File: config.mk
export PLATFORM = sky130hd
export DESIGN_NAME = fb_writer
export DESIGN_NICKNAME = d
export VERILOG_FILES = /design/src/rtl/gpu_pkg.sv /design/src/rtl/pixel_fifo.sv /design/src/rtl/fb_writer.sv
export SDC_FILE = /design/constraint.sdc
export NUM_CORES = 1
export LEC_CHECK = 0
export ABC_AREA = 1
export BUFFER_PORTS_ARGS = -buffer_cell sky130_fd_sc_hd__buf_2
export CORE_MARGIN = 10
export CORE_UTILIZATION = 60
export DETAILED_ROUTE_END_ITERATION = 8
export PLACE_DENSITY = 0.8
export SLEW_MARGIN = 20
export SYNTH_ARGS = -nofsm -noshare
export SYNTH_HDL_FRONTEND = slang
export SYNTH_SLANG_ARGS = --single-unit
File: constraint.sdc
create_clock -name clk -period 4.4 [get_ports clk]
set_input_delay 0.22 -clock clk [delete_from_list [all_inputs] [get_ports clk]]
set_output_delay 0.22 -clock clk [all_outputs]
set_load 0.05 [all_outputs]
File: src/rtl/gpu_pkg.sv
// gpu_pkg: widths, pixel record and fb_writer state encoding shared across the gpu blocks.
// Rev 1.0
`default_nettype none

package gpu_pkg;

    localparam int COLOR_W = 24;
    localparam int COORD_W = 8;
    localparam int ADDR_W  = 16;

    typedef enum logic [1:0] {
        FBW_IDLE  = 2'd0,
        FBW_WRITE = 2'd1,
        FBW_CLEAR = 2'd2
    } fbw_state_e;

    typedef struct packed {
        logic [COORD_W-1:0] py;
        logic [COORD_W-1:0] px;
        logic [COLOR_W-1:0] color;
    } pixel_t;

    localparam int PIXEL_W = $bits(pixel_t);

endpackage

`default_nettype wire

File: src/rtl/pixel_fifo.sv
// pixel_fifo: synchronous FIFO, power-of-two depth, wrap-bit pointers for full/empty.
// Rev 1.0
`default_nettype none

module pixel_fifo #(
    parameter int DEPTH = 8,
    parameter int WIDTH = 40
) (
    input  logic             clk,
    input  logic             reset,
    input  logic             push_i,
    input  logic [WIDTH-1:0] wdata_i,
    input  logic             pop_i,
    output logic [WIDTH-1:0] rdata_o,
    output logic             full_o,
    output logic             empty_o
);

    localparam int AW = $clog2(DEPTH);

    logic [WIDTH-1:0] mem_q [DEPTH];
    logic [AW:0]      wr_ptr_q;
    logic [AW:0]      rd_ptr_q;

    always_ff @(posedge clk or posedge reset) begin
        if (reset) begin
            wr_ptr_q <= '0;
            rd_ptr_q <= '0;
        end else begin
            if (push_i) wr_ptr_q <= wr_ptr_q + (AW+1)'(1);
            if (pop_i)  rd_ptr_q <= rd_ptr_q + (AW+1)'(1);
        end
    end

    always_ff @(posedge clk) begin
        if (push_i) mem_q[wr_ptr_q[AW-1:0]] <= wdata_i;
    end

    assign rdata_o = mem_q[rd_ptr_q[AW-1:0]];
    assign empty_o = (wr_ptr_q == rd_ptr_q);
    assign full_o  = (wr_ptr_q[AW] != rd_ptr_q[AW]) &&
                     (wr_ptr_q[AW-1:0] == rd_ptr_q[AW-1:0]);

endmodule

`default_nettype wire

File: src/rtl/fb_writer.sv
// fb_writer: queues rasterizer pixels and writes them (or a full-screen clear) to the framebuffer.
// Rev 1.0
`default_nettype none

module fb_writer
    import gpu_pkg::*;
#(
    parameter int                FIFO_DEPTH = 8,
    parameter logic [ADDR_W-1:0] CLR_LAST   = 16'hFFFF
) (
    input  logic               clk,
    input  logic               reset,
    input  logic               pixel_valid,
    input  logic [COORD_W-1:0] px,
    input  logic [COORD_W-1:0] py,
    input  logic [COLOR_W-1:0] pixel_color,
    input  logic               draw_done,
    input  logic               clear_start,
    input  logic [COLOR_W-1:0] clear_color,
    output logic               mem_we,
    output logic [ADDR_W-1:0]  mem_addr,
    output logic [COLOR_W-1:0] mem_wdata,
    input  logic               mem_ready,
    output logic               busy,
    output logic               frame_done,
    output logic               overflow,
    output logic [7:0]         drop_cnt,
    input  logic               ovf_clr
);

    fbw_state_e         state_q, state_d;
    logic [ADDR_W-1:0]  addr_q, addr_d;
    logic [COLOR_W-1:0] data_q, data_d;
    logic               clr_pend_q, clr_pend_d;
    logic               done_pend_q, done_pend_d;
    logic               ovf_q, ovf_d;
    logic [7:0]         drop_q, drop_d;

    logic               load;
    logic               enter_clear;
    logic               fifo_push;
    logic               fifo_full;
    logic               fifo_empty;
    logic               drop;
    logic [PIXEL_W-1:0] fifo_rdata;
    pixel_t             head;

    pixel_fifo #(
        .DEPTH (FIFO_DEPTH),
        .WIDTH (PIXEL_W)
    ) u_fifo (
        .clk     (clk),
        .reset   (reset),
        .push_i  (fifo_push),
        .wdata_i ({py, px, pixel_color}),
        .pop_i   (load),
        .rdata_o (fifo_rdata),
        .full_o  (fifo_full),
        .empty_o (fifo_empty)
    );

    assign head      = pixel_t'(fifo_rdata);
    // A full FIFO still accepts a pixel when the head leaves in the same cycle.
    assign fifo_push = pixel_valid && (!fifo_full || load);
    assign drop      = pixel_valid && fifo_full && !load;

    always_ff @(posedge clk or posedge reset) begin
        if (reset) state_q <= FBW_IDLE;
        else       state_q <= state_d;
    end

    // Queued pixels drain ahead of a pending clear, so the clear starts only once the FIFO is empty.
    always_comb begin
        state_d     = state_q;
        load        = 1'b0;
        enter_clear = 1'b0;
        case (state_q)
            FBW_IDLE: begin
                if (!fifo_empty) begin
                    load    = 1'b1;
                    state_d = FBW_WRITE;
                end else if (clr_pend_q) begin
                    enter_clear = 1'b1;
                    state_d     = FBW_CLEAR;
                end
            end
            FBW_WRITE: begin
                if (mem_ready) begin
                    if (!fifo_empty) load = 1'b1;
                    else             state_d = FBW_IDLE;
                end
            end
            FBW_CLEAR: begin
                if (mem_ready && (addr_q == CLR_LAST)) state_d = FBW_IDLE;
            end
            default: state_d = FBW_IDLE;
        endcase
    end

    always_comb begin
        mem_we     = (state_q != FBW_IDLE);
        busy       = (state_q != FBW_IDLE) || !fifo_empty || clr_pend_q;
        frame_done = (state_q == FBW_IDLE) && fifo_empty && !clr_pend_q && done_pend_q;
    end

    // The output register doubles as the clear address counter and latched clear colour.
    always_comb begin
        addr_d = addr_q;
        data_d = data_q;
        if (load) begin
            addr_d = {head.py, head.px};
            data_d = head.color;
        end else if (enter_clear) begin
            addr_d = '0;
            data_d = clear_color;
        end else if ((state_q == FBW_CLEAR) && mem_ready) begin
            addr_d = addr_q + ADDR_W'(1);
        end
    end

    always_comb begin
        clr_pend_d  = enter_clear ? 1'b0
                                  : (clr_pend_q || (clear_start && (state_q != FBW_CLEAR)));
        done_pend_d = draw_done || (done_pend_q && !frame_done);
        ovf_d       = ovf_q;
        drop_d      = drop_q;
        if (ovf_clr) begin
            ovf_d  = 1'b0;
            drop_d = drop ? 8'd1 : 8'd0;
        end else if (drop) begin
            ovf_d = 1'b1;
            if (drop_q != 8'hFF) drop_d = drop_q + 8'd1;
        end
    end

    always_ff @(posedge clk or posedge reset) begin
        if (reset) begin
            addr_q      <= '0;
            data_q      <= '0;
            clr_pend_q  <= 1'b0;
            done_pend_q <= 1'b0;
            ovf_q       <= 1'b0;
            drop_q      <= '0;
        end else begin
            addr_q      <= addr_d;
            data_q      <= data_d;
            clr_pend_q  <= clr_pend_d;
            done_pend_q <= done_pend_d;
            ovf_q       <= ovf_d;
            drop_q      <= drop_d;
        end
    end

    assign mem_addr  = addr_q;
    assign mem_wdata = data_q;
    assign overflow  = ovf_q;
    assign drop_cnt  = drop_q;

endmodule

`default_nettype wire

==> results.sh, run 1 <==
export IMPL_status="complete, no violations"
export IMPL_syn_cell_area_mm2=0.0162
export IMPL_rows=60
export IMPL_hpwlAfterDp_um=22400
export IMPL_gr_total_overflow=0
export IMPL_p_per_area_mw_per_mm2=699
export IMPL_cpMaxStageDelayCell="nor2_4"
export IMPL_hp_class="in2reg"
export IMPL_cp_max_fo=41
export IMPL_cts_tree="yes"
export IMPL_startpoint_type="flop"
export IMPL_insertion_delay_ps=520
export IMPL_seq_area_mm2=0.0111
export IMPL_multi_input_area_mm2=0.00440
export IMPL_drc=0
export IMPL_drt_antenna_violating_nets=0
export IMPL_max_freq_ghz=0.304
export IMPL_htreeDepth=2
export IMPL_final_cell_area_mm2=0.0187
export IMPL_worstSetupPathType="reg2reg"
export IMPL_cp_top_family="simple AND/OR/NAND/NOR gates"
export IMPL_slew_viol_final=0
export IMPL_dr_pass1_iters=5
export IMPL_layout_common_cells="492 x nand2_1, 320 x edfxtp_1, 122 x buf_2"
export IMPL_routabilityCongestion=0.889
export IMPL_drt_iter0_drc=1407
export IMPL_vias=11500
export IMPL_slowest_delay_ps=540
export IMPL_synth_cells=1512
export IMPL_cap_violations=0
export IMPL_cp_data_arrival_time_ps=3490
export IMPL_port_buffer_count=122
export IMPL_leakagePower_nw=7.61
export IMPL_critical_path_endpoint_type="flop"
export IMPL_min_period_ps=3280
export IMPL_grt_first_pass_wirelength_um=59700
export IMPL_coreArea_mm2=0.0267
export IMPL_routed_wl_um=38000
export IMPL_hold_viol=0
export IMPL_tightest_slew_ps=1090
export IMPL_wl_per_cell_um=18.7
export IMPL_final_core_utilization=0.701
export IMPL_fp_dieArea_mm2=0.0340
export IMPL_synthArstFlopShare=0.160
export IMPL_synth_flop_cell="edfxtp_1"
export IMPL_setup_violations=0
export IMPL_grt_max_degree=107
export IMPL_synth_nets=1587
export IMPL_clock_path_buffers=3
export IMPL_fin_skew_ps=11.9
export IMPL_grt_pass1_vias=11400
export IMPL_die_width_um=184
export IMPL_track_usage=0.222
export IMPL_cts_buffers=37
export IMPL_cts_sinks=381
export IMPL_required_ps=4600
export IMPL_avgSynthCellArea_um2=10.7
export IMPL_period_share=0.746
export IMPL_ys_seq_area_frac=0.688
export IMPL_drive_above_1_share=0.137
export IMPL_cp_num_buf_inv=3
export IMPL_crit_path_cell_trace="clkinv_2 -> nand2_1 -> nand2_1 -> nor2_2 -> nand2_2 -> nand2_4 -> nand2_4 -> nand2_4 -> inv_4 -> nand2_1 -> nor2_4 -> buf_4"
export IMPL_dpl_cell_area_mm2=0.0171
export IMPL_vias_per_cell=5.66
export IMPL_yosysUniqueCellTypes=34
export IMPL_grt_setup_unrepaired="no"
export IMPL_yosysWarningCount=0
export IMPL_die_h_um=184
export IMPL_clkTransAtPathRegs_ps=70
export IMPL_synth_edf_count=320
export IMPL_root_buffer="clkbuf_16"
export IMPL_hold_ws_ps=4.77
export IMPL_vdd_drop_max_mv=0.332
export IMPL_initial_core_util=0.606
export IMPL_antenna_found_initial=2
export IMPL_fillCellCount=1783
export IMPL_relSlewSlack=0.271
export IMPL_io_pins=123
export IMPL_synth_seq_cells=381
export IMPL_post_cts_buffers=0
export IMPL_nNetsFinal=1737
export IMPL_area_growth_pct=15.6
export IMPL_fin_setup_tns_ps=0
export IMPL_final_common_cell="nand2_1"
metrics by stage:
stage | setup WS (ps) | total power, W | instances
floorplan | 906 | 0.00867 | 1512
detailed placement | 1120 | 0.0100 | 1917
global placement | 1210 | 0.00990 | 1917
finish | 1120 | 0.0131 | 2032
global route | 898 | 0.0139 | 2032
CTS | 1110 | 0.0131 | 2031
synth_stat cells, types with 4 or more instances:
master | n | share of area
nand3b_1 | 4 | 0.0019
nand2_2 | 5 | 0.0019
a21oi_1 | 7 | 0.0022
inv_2 | 6 | 0.0014
buf_2 | 30 | 0.0093
nor2_2 | 4 | 0.0015
nand4_1 | 8 | 0.0031
nor2_1 | 109 | 0.025
o211ai_1 | 48 | 0.022
buf_4 | 5 | 0.0023
nor3_1 | 5 | 0.0015
xor2_1 | 8 | 0.0043
nand3_1 | 111 | 0.034
or2_2 | 14 | 0.0054
edfxtp_1 | 320 | 0.59
o21ai_0 | 116 | 0.036
buf_1 | 11 | 0.0025
dfrtp_1 | 61 | 0.094
ha_1 | 4 | 0.0031
clkbuf_1 | 25 | 0.0058
nand2_1 | 492 | 0.11
o21ai_1 | 13 | 0.0040
inv_1 | 87 | 0.020
buf_6 | 4 | 0.0028
report_power, final:
part	internal (W)	switching, W
Combinational	0.00133	0.00382
Sequential	0.00461	0.000332
Clock	0.00174	0.00126
Total	0.00768	0.00541
layout make-up:
cell class,count,area share
Clock inverter,15,0.00501
Inverter,94,0.0190
Multi-Input combinational cell,962,0.235
Timing Repair Buffer,186,0.0665
Sequential cell,381,0.595
Antenna cell,1,0.000134
Clock buffer,52,0.0569
Tap cell,341,0.0228
flip-flops by register name, indices dropped and copies added, names as in the netlist:
name             count
u_fifo.mem_q       320
mem_wdata           24
mem_addr            16
drop_cnt             8
u_fifo.rd_ptr_q      4
u_fifo.wr_ptr_q      4
state_q              2
clr_pend_q           1
done_pend_q          1
overflow             1
path summary, 6_finish.rpt:
kind / startpoint / end / slack, ps / depth (start not counted)
worst min register to register: mem_wdata[11]$_DFFE_PP0P_ / mem_wdata[11]$_DFFE_PP0P_ / 480 / 2
max in group asynchronous: reset / mem_addr[9]$_DFFE_PP0P_ / 3150 / 4
worst max register to register: u_fifo.rd_ptr_q[0]$_DFFE_PP0N_ / u_fifo.mem_q[1][4]$_DFFE_PP_ / 1120 / 12
worst max-delay path: u_fifo.rd_ptr_q[0]$_DFFE_PP0N_ / u_fifo.mem_q[1][4]$_DFFE_PP_ / 1120 / 12
worst min-delay path: pixel_color[12] / u_fifo.mem_q[4][12]$_DFFE_PP_ / 5 / 1
min in group asynchronous: reset / mem_addr[7]$_DFFE_PP0P_ / 390 / 3
per-layer routing:
layer	up-vias	part of all wire	wire, um	track usage
met1	5447	0.41	15600	0.285
met4	2	0.022	855	0.0737
met3	73	0.085	3240	0.0413
met2	540	0.48	18300	0.371
li1	5437	-	-	-
met5	-	0.00018	7	0
logic make-up (layout without fill, tap and decap cells):
logic type	Yosys count	count (layout)	synth area share
AOI/OAI and AO/OA	191	191	0.0672
xor gates and xnor gates	8	8	0.00433
buffers and inverters	169	347	0.0447
other	0	1	0
and+or+nand+nor	759	759	0.193
DFF	381	381	0.688
adders and majority gates	4	4	0.00309
what timing repair did:
action,4_1_cts,5_1_grt
hold endpoints to repair,336,0
hold buffers,47,0
gates resized for setup,0,0
Note: power is estimated with default switching activity, not from simulation.
==> run 2: changes to the inputs <==
clock period = 3.3 ns   (was 4.4 ns; I/O delays follow)
==> run 2 against run 1 <==
Net effect:
- count of clock-buffer cells in the layout fell by 3
- global-route usage increased by 0.90 points
- highest routed layer unchanged
- register-to-register slack got worse by 770 ps
- via count rose by 3.4%
- critical path depth unchanged
==> results.sh, run 2 (synthesized netlist as in run 1, its figures left out) <==
export IMPL_period_share=0.895
export IMPL_fin_skew_ps=14.8
export IMPL_setup_violations=0
export IMPL_required_ps=3520
export IMPL_grt_max_degree=98
export IMPL_coreArea_mm2=0.0267
export IMPL_root_buffer="clkbuf_16"
export IMPL_max_freq_ghz=0.339
export IMPL_hpwlAfterDp_um=22700
export IMPL_cp_data_arrival_time_ps=3170
export IMPL_antenna_found_initial=3
export IMPL_cpMaxStageDelayCell="nor2_4"
export IMPL_hold_viol=0
export IMPL_port_buffer_count=122
export IMPL_final_common_cell="nand2_1"
export IMPL_layout_common_cells="492 x nand2_1, 320 x edfxtp_1, 122 x buf_2"
export IMPL_finalNonFillerCells=2062
export IMPL_vias=11900
export IMPL_wl_per_cell_um=19.0
export IMPL_vias_per_cell=5.77
export IMPL_p_per_area_mw_per_mm2=934
export IMPL_rr_worst_depth=12
export IMPL_reg2reg_from="u_fifo.wr_ptr_q[2]$_DFFE_PP0P_"
export IMPL_cts_sinks=381
export IMPL_dr_pass1_iters=6
export IMPL_die_h_um=184
export IMPL_relSlewSlack=0.320
export IMPL_startpoint_type="flop"
export IMPL_dp_cells=1923
export IMPL_routabilityCongestion=0.900
export IMPL_tightest_slew_ps=1020
export IMPL_drc=0
export IMPL_final_core_utilization=0.710
export IMPL_drt_iter0_drc=1338
export IMPL_hold_path_end="mem_wdata[10]$_DFFE_PP0P_"
export IMPL_htreeDepth=2
export IMPL_cts_buffers=39
export IMPL_rrSetupSlack_ps=350
export IMPL_fin_setup_tns_ps=0
export IMPL_gr_total_overflow=0
export IMPL_clkTransAtPathRegs_ps=60
export IMPL_post_cts_buffers=0
export IMPL_status="complete, no violations"
export IMPL_cts_resized=0
export IMPL_crit_path_cell_trace="inv_1 -> nand2_1 -> nand2_1 -> nor2_2 -> nand2_2 -> nand2_4 -> nand2_4 -> nand2_4 -> inv_4 -> nand2_1 -> nor2_4 -> buf_4"
export IMPL_leakagePower_nw=7.72
export IMPL_worstSetupPathType="reg2reg"
export IMPL_total_power_w=0.0177
export IMPL_cts_tree="yes"
export IMPL_vdd_drop_max_mv=0.739
export IMPL_largest_register_ff_count=320
export IMPL_insertion_delay_ps=530
export IMPL_cp_max_fo=28
export IMPL_whs_path_depth=5
export IMPL_routed_wl_um=39200
export IMPL_rows=60
export IMPL_grt_setup_unrepaired="no"
export IMPL_slew_viol_final=0
export IMPL_critical_path_endpoint_type="flop"
export IMPL_hp_class="in2reg"
export IMPL_area_growth_pct=17.1
export IMPL_ctsHoldBuffers=66
export IMPL_initial_core_util=0.606
export IMPL_slowest_delay_ps=820
export IMPL_clock_path_buffers=3
export IMPL_nNetsFinal=1764
export IMPL_io_pins=123
export IMPL_cap_violations=0
export IMPL_holdCritStartpoint="clear_color[10]"
export IMPL_reg2reg_to="u_fifo.mem_q[3][18]$_DFFE_PP_"
export IMPL_min_period_ps=2950
export IMPL_drive_above_1_share=0.138
export IMPL_grt_pass1_vias=11700
export IMPL_track_usage=0.231
export IMPL_grt_first_pass_wirelength_um=62200
export IMPL_die_width_um=184
export IMPL_fp_dieArea_mm2=0.0340
export IMPL_drt_antenna_violating_nets=0
-- run 2: through the flow --
stage / cell area, um2 / hold WS, ps / setup WS [ps]
floorplan: 16200 / 231 / -194
global placement: 17100 / 366 / 534
detailed placement: 17100 / 371 / 366
CTS: 19000 / 12.3 / 361
global route: 19000 / 33.9 / 202
finish: 19000 / 13.8 / 346
-- run 2: power by group --
group          leakage (nW)  switching (W)  internal, W
combinational          3.47        0.00522      0.00181
sequential             3.67       0.000408      0.00615
clock                 0.581        0.00175      0.00238
-- run 2: layout make-up --
cell class,count,area [um2]
Multi-Input combinational cell,962,4400
Sequential cell,381,11100
Antenna cell,2,5.00
Tap cell,341,427
Clock inverter,22,165
Fill cell,1793,7760
Inverter,94,358
Timing Repair Buffer,211,1440
Clock buffer,49,1030
-- run 2: routing by layer --
metal / up-vias / global-route usage / wire length [um]
met5: - / 0 / 7
met4: 2 / 0.0816 / 925
met3: 89 / 0.0508 / 3890
met2: 625 / 0.376 / 18800
met1: 5687 / 0.299 / 15500
li1: 5492 / - / -
-- run 2: worst max path at each step --
| stage | start | to | cells past startpoint |
|---|---|---|---|
| 3_3_place_gp | u_fifo.rd_ptr_q[0]$_DFFE_PP0N_ | u_fifo.mem_q[3][9]$_DFFE_PP_ | 12 |
| 4_1_cts | u_fifo.wr_ptr_q[2]$_DFFE_PP0P_ | u_fifo.mem_q[5][6]$_DFFE_PP_ | 12 |
| 5_1_grt | u_fifo.wr_ptr_q[2]$_DFFE_PP0P_ | u_fifo.mem_q[3][18]$_DFFE_PP_ | 12 |
| 6_report | u_fifo.wr_ptr_q[2]$_DFFE_PP0P_ | u_fifo.mem_q[3][18]$_DFFE_PP_ | 12 |
| 3_5_place_dp | u_fifo.wr_ptr_q[2]$_DFFE_PP0P_ | u_fifo.mem_q[3][11]$_DFFE_PP_ | 12 |
| 2_1_floorplan | u_fifo.rd_ptr_q[2]$_DFFE_PP0N_ | u_fifo.mem_q[1][0]$_DFFE_PP_ | 13 |
-- run 2: worst max-delay path: cells and delay by family, from the launching register on --
kind	cells	cell delay [ps]
buf+inv	3	630
simple gates	9	1540
flops	1	450
==> run 3: changes to the inputs <==
GPL_ROUTABILITY_DRIVEN = 0   (was not set)
PLACE_DENSITY = 0.92   (was 0.8)
SETUP_SLACK_MARGIN = 0.5   (was not set)
==> run 3 against run 2 <==
Net effect:
- via count rose by 8.3%
- power rose by 1.8%
- die area did not move
- sequential share of layout area fell by 0.078 points
- clock power fell by 5.3%
- combinational power rose by 6.5%
==> results.sh, run 3 (synthesized netlist as in run 1, its figures left out) <==
export IMPL_routed_wl_um=46600
export IMPL_vias=12900
export IMPL_grt_first_pass_wirelength_um=71700
export IMPL_status="complete, no violations"
export IMPL_min_period_ps=2650
export IMPL_whs_path_depth=5
export IMPL_rr_worst_depth=10
export IMPL_hp_class="in2reg"
export IMPL_rows=60
export IMPL_grt_max_degree=137
export IMPL_root_buffer="clkbuf_16"
export IMPL_hold_ws_ps=12.5
export IMPL_relSlewSlack=0.373
export IMPL_insertion_delay_ps=540
export IMPL_final_core_utilization=0.711
export IMPL_fillCellCount=1571
export IMPL_clock_path_buffers=3
export IMPL_wl_met1_um=15700
export IMPL_drt_iter0_drc=2320
export IMPL_drc=0
export IMPL_seq_area_mm2=0.0111
export IMPL_coreArea_mm2=0.0267
export IMPL_grt_setup_unrepaired="no"
export IMPL_cts_tree="yes"
export IMPL_slowest_delay_ps=650
export IMPL_largest_register_ff_count=320
export IMPL_nNetsFinal=1771
export IMPL_vdd_drop_max_mv=0.668
export IMPL_hold_viol=0
export IMPL_max_freq_ghz=0.378
export IMPL_crit_path_cell_trace="inv_1 -> nand2_1 -> nand2_1 -> nor2_2 -> nand2_2 -> nand2_4 -> nand2_2 -> inv_2 -> nand2_1 -> nand2_1"
export IMPL_cp_top_family="simple AND/OR/NAND/NOR gates"
export IMPL_initial_core_util=0.606
export IMPL_clkTransAtPathRegs_ps=70
export IMPL_gr_total_overflow=0
export IMPL_cts_sinks=381
export IMPL_track_usage=0.271
export IMPL_cts_buffers=36
export IMPL_fin_setup_tns_ps=0
export IMPL_final_common_cell="nand2_1"
export IMPL_cpMaxStageDelayCell="inv_2"
export IMPL_setup_violations=0
export IMPL_multi_input_area_mm2=0.00440
export IMPL_die_width_um=184
export IMPL_cp_max_fo=25
export IMPL_die_h_um=184
export IMPL_antenna_found_initial=2
export IMPL_vias_per_cell=6.25
export IMPL_p_per_area_mw_per_mm2=950
export IMPL_fp_dieArea_mm2=0.0340
export IMPL_io_pins=123
export IMPL_hpwlAfterDp_um=24700
export IMPL_pre_cts_slack_ps=603
export IMPL_dr_pass1_iters=6
export IMPL_wl_met2_um=22500
export IMPL_htreeDepth=2
export IMPL_cp_data_arrival_time_ps=3110
export IMPL_drive_above_1_share=0.143
export IMPL_worstSetupPathType="reg2reg"
export IMPL_drt_antenna_violating_nets=0
export IMPL_period_share=0.802
export IMPL_grt_pass1_vias=12800
export IMPL_dr_max_layer_used="met5"
export IMPL_layout_setup_ws_ps=653
export IMPL_critical_path_endpoint_type="flop"
export IMPL_total_power_w=0.0180
export IMPL_cpMostUsedCell="nand2_1"
export IMPL_cap_violations=0
export IMPL_fin_skew_ps=24.3
export IMPL_startpoint_type="flop"
export IMPL_leakagePower_nw=7.74
export IMPL_crit_cells=10
export IMPL_wl_met3_um=6080
export IMPL_layout_common_cells="492 x nand2_1, 320 x edfxtp_1, 122 x buf_2"
export IMPL_wl_per_cell_um=22.6
export IMPL_area_growth_pct=17.3
export IMPL_cp_num_buf_inv=2
export IMPL_port_buffer_count=122
export IMPL_required_ps=3760
export IMPL_slew_viol_final=0
export IMPL_tightest_slew_ps=941
-- run 3: cell count changes in the layout (fill, tap and decap cells not counted), moves of 2 or more --
cell       previous run  this run
clkinv_4              2         0
clkbuf_1              9        12
buf_6                 0         3
clkbuf_16            40        37
clkinv_1             14         4
clkbuf_8              0         3
buf_12                0         6
bufinv_16             2         0
-- run 3: worst reg2reg max path: stages, from the launching register on --
cell     delay [ps]
dfrtp_1         460
inv_1           160
nand2_1         110
nand2_1          90
nor2_2          120
nand2_2         100
nand2_4         210
nand2_2         360
inv_2           660
nand2_1         160
nand2_1         150
-- run 3: final timing paths --
check	start	to	slack (ps)
worst max-delay path	u_fifo.wr_ptr_q[2]$_DFFE_PP0P_	mem_wdata[5]$_DFFE_PP0P_	650
worst min-delay path	clear_color[13]	mem_wdata[13]$_DFFE_PP0P_	10
worst max register to register	u_fifo.wr_ptr_q[2]$_DFFE_PP0P_	mem_wdata[5]$_DFFE_PP0P_	650
worst min register to register	mem_wdata[12]$_DFFE_PP0P_	mem_wdata[12]$_DFFE_PP0P_	480
max in group asynchronous	reset	mem_addr[7]$_DFFE_PP0P_	1980
min in group asynchronous	reset	mem_wdata[8]$_DFFE_PP0P_	340
-- run 3: layer usage --
layer | vias to the layer above | track usage
met4 | 2 | 0.128
met3 | 245 | 0.0701
met1 | 5962 | 0.332
li1 | 5499 | -
met2 | 1180 | 0.440
met5 | - | 0
-- run 3: through the flow --
stage,cell area (um2),std cells
after floorplan,16200,1512
after global placement,17200,1925
after detailed placement,17200,1925
after CTS,18900,2053
after global routing,19000,2062
final,19000,2062
-- run 3: area by class of cell --
| class | instances | area share |
|---|---|---|
| Clock buffer | 52 | 0.0533 |
| Timing Repair Buffer | 221 | 0.0845 |
| Clock inverter | 10 | 0.00290 |
| Antenna cell | 1 | 0.000132 |
| Tap cell | 341 | 0.0225 |
| Sequential cell | 381 | 0.587 |
| Multi-Input combinational cell | 962 | 0.231 |
| Inverter | 94 | 0.0188 |
-- run 3: where the power goes --
part / total (W) / internal (W) / switching (W)
clock network: 0.00391 / 0.00214 / 0.00178
registers: 0.00663 / 0.00615 / 0.000483
logic: 0.00749 / 0.00189 / 0.00560
-- run 3: what timing repair did --
item                                    CTS  global route
buffers inserted                          0             8
hold buffers                             66             0
endpoints found under the setup margin    0           131
endpoints found under the hold margin   367             0
resized for setup                         0             2
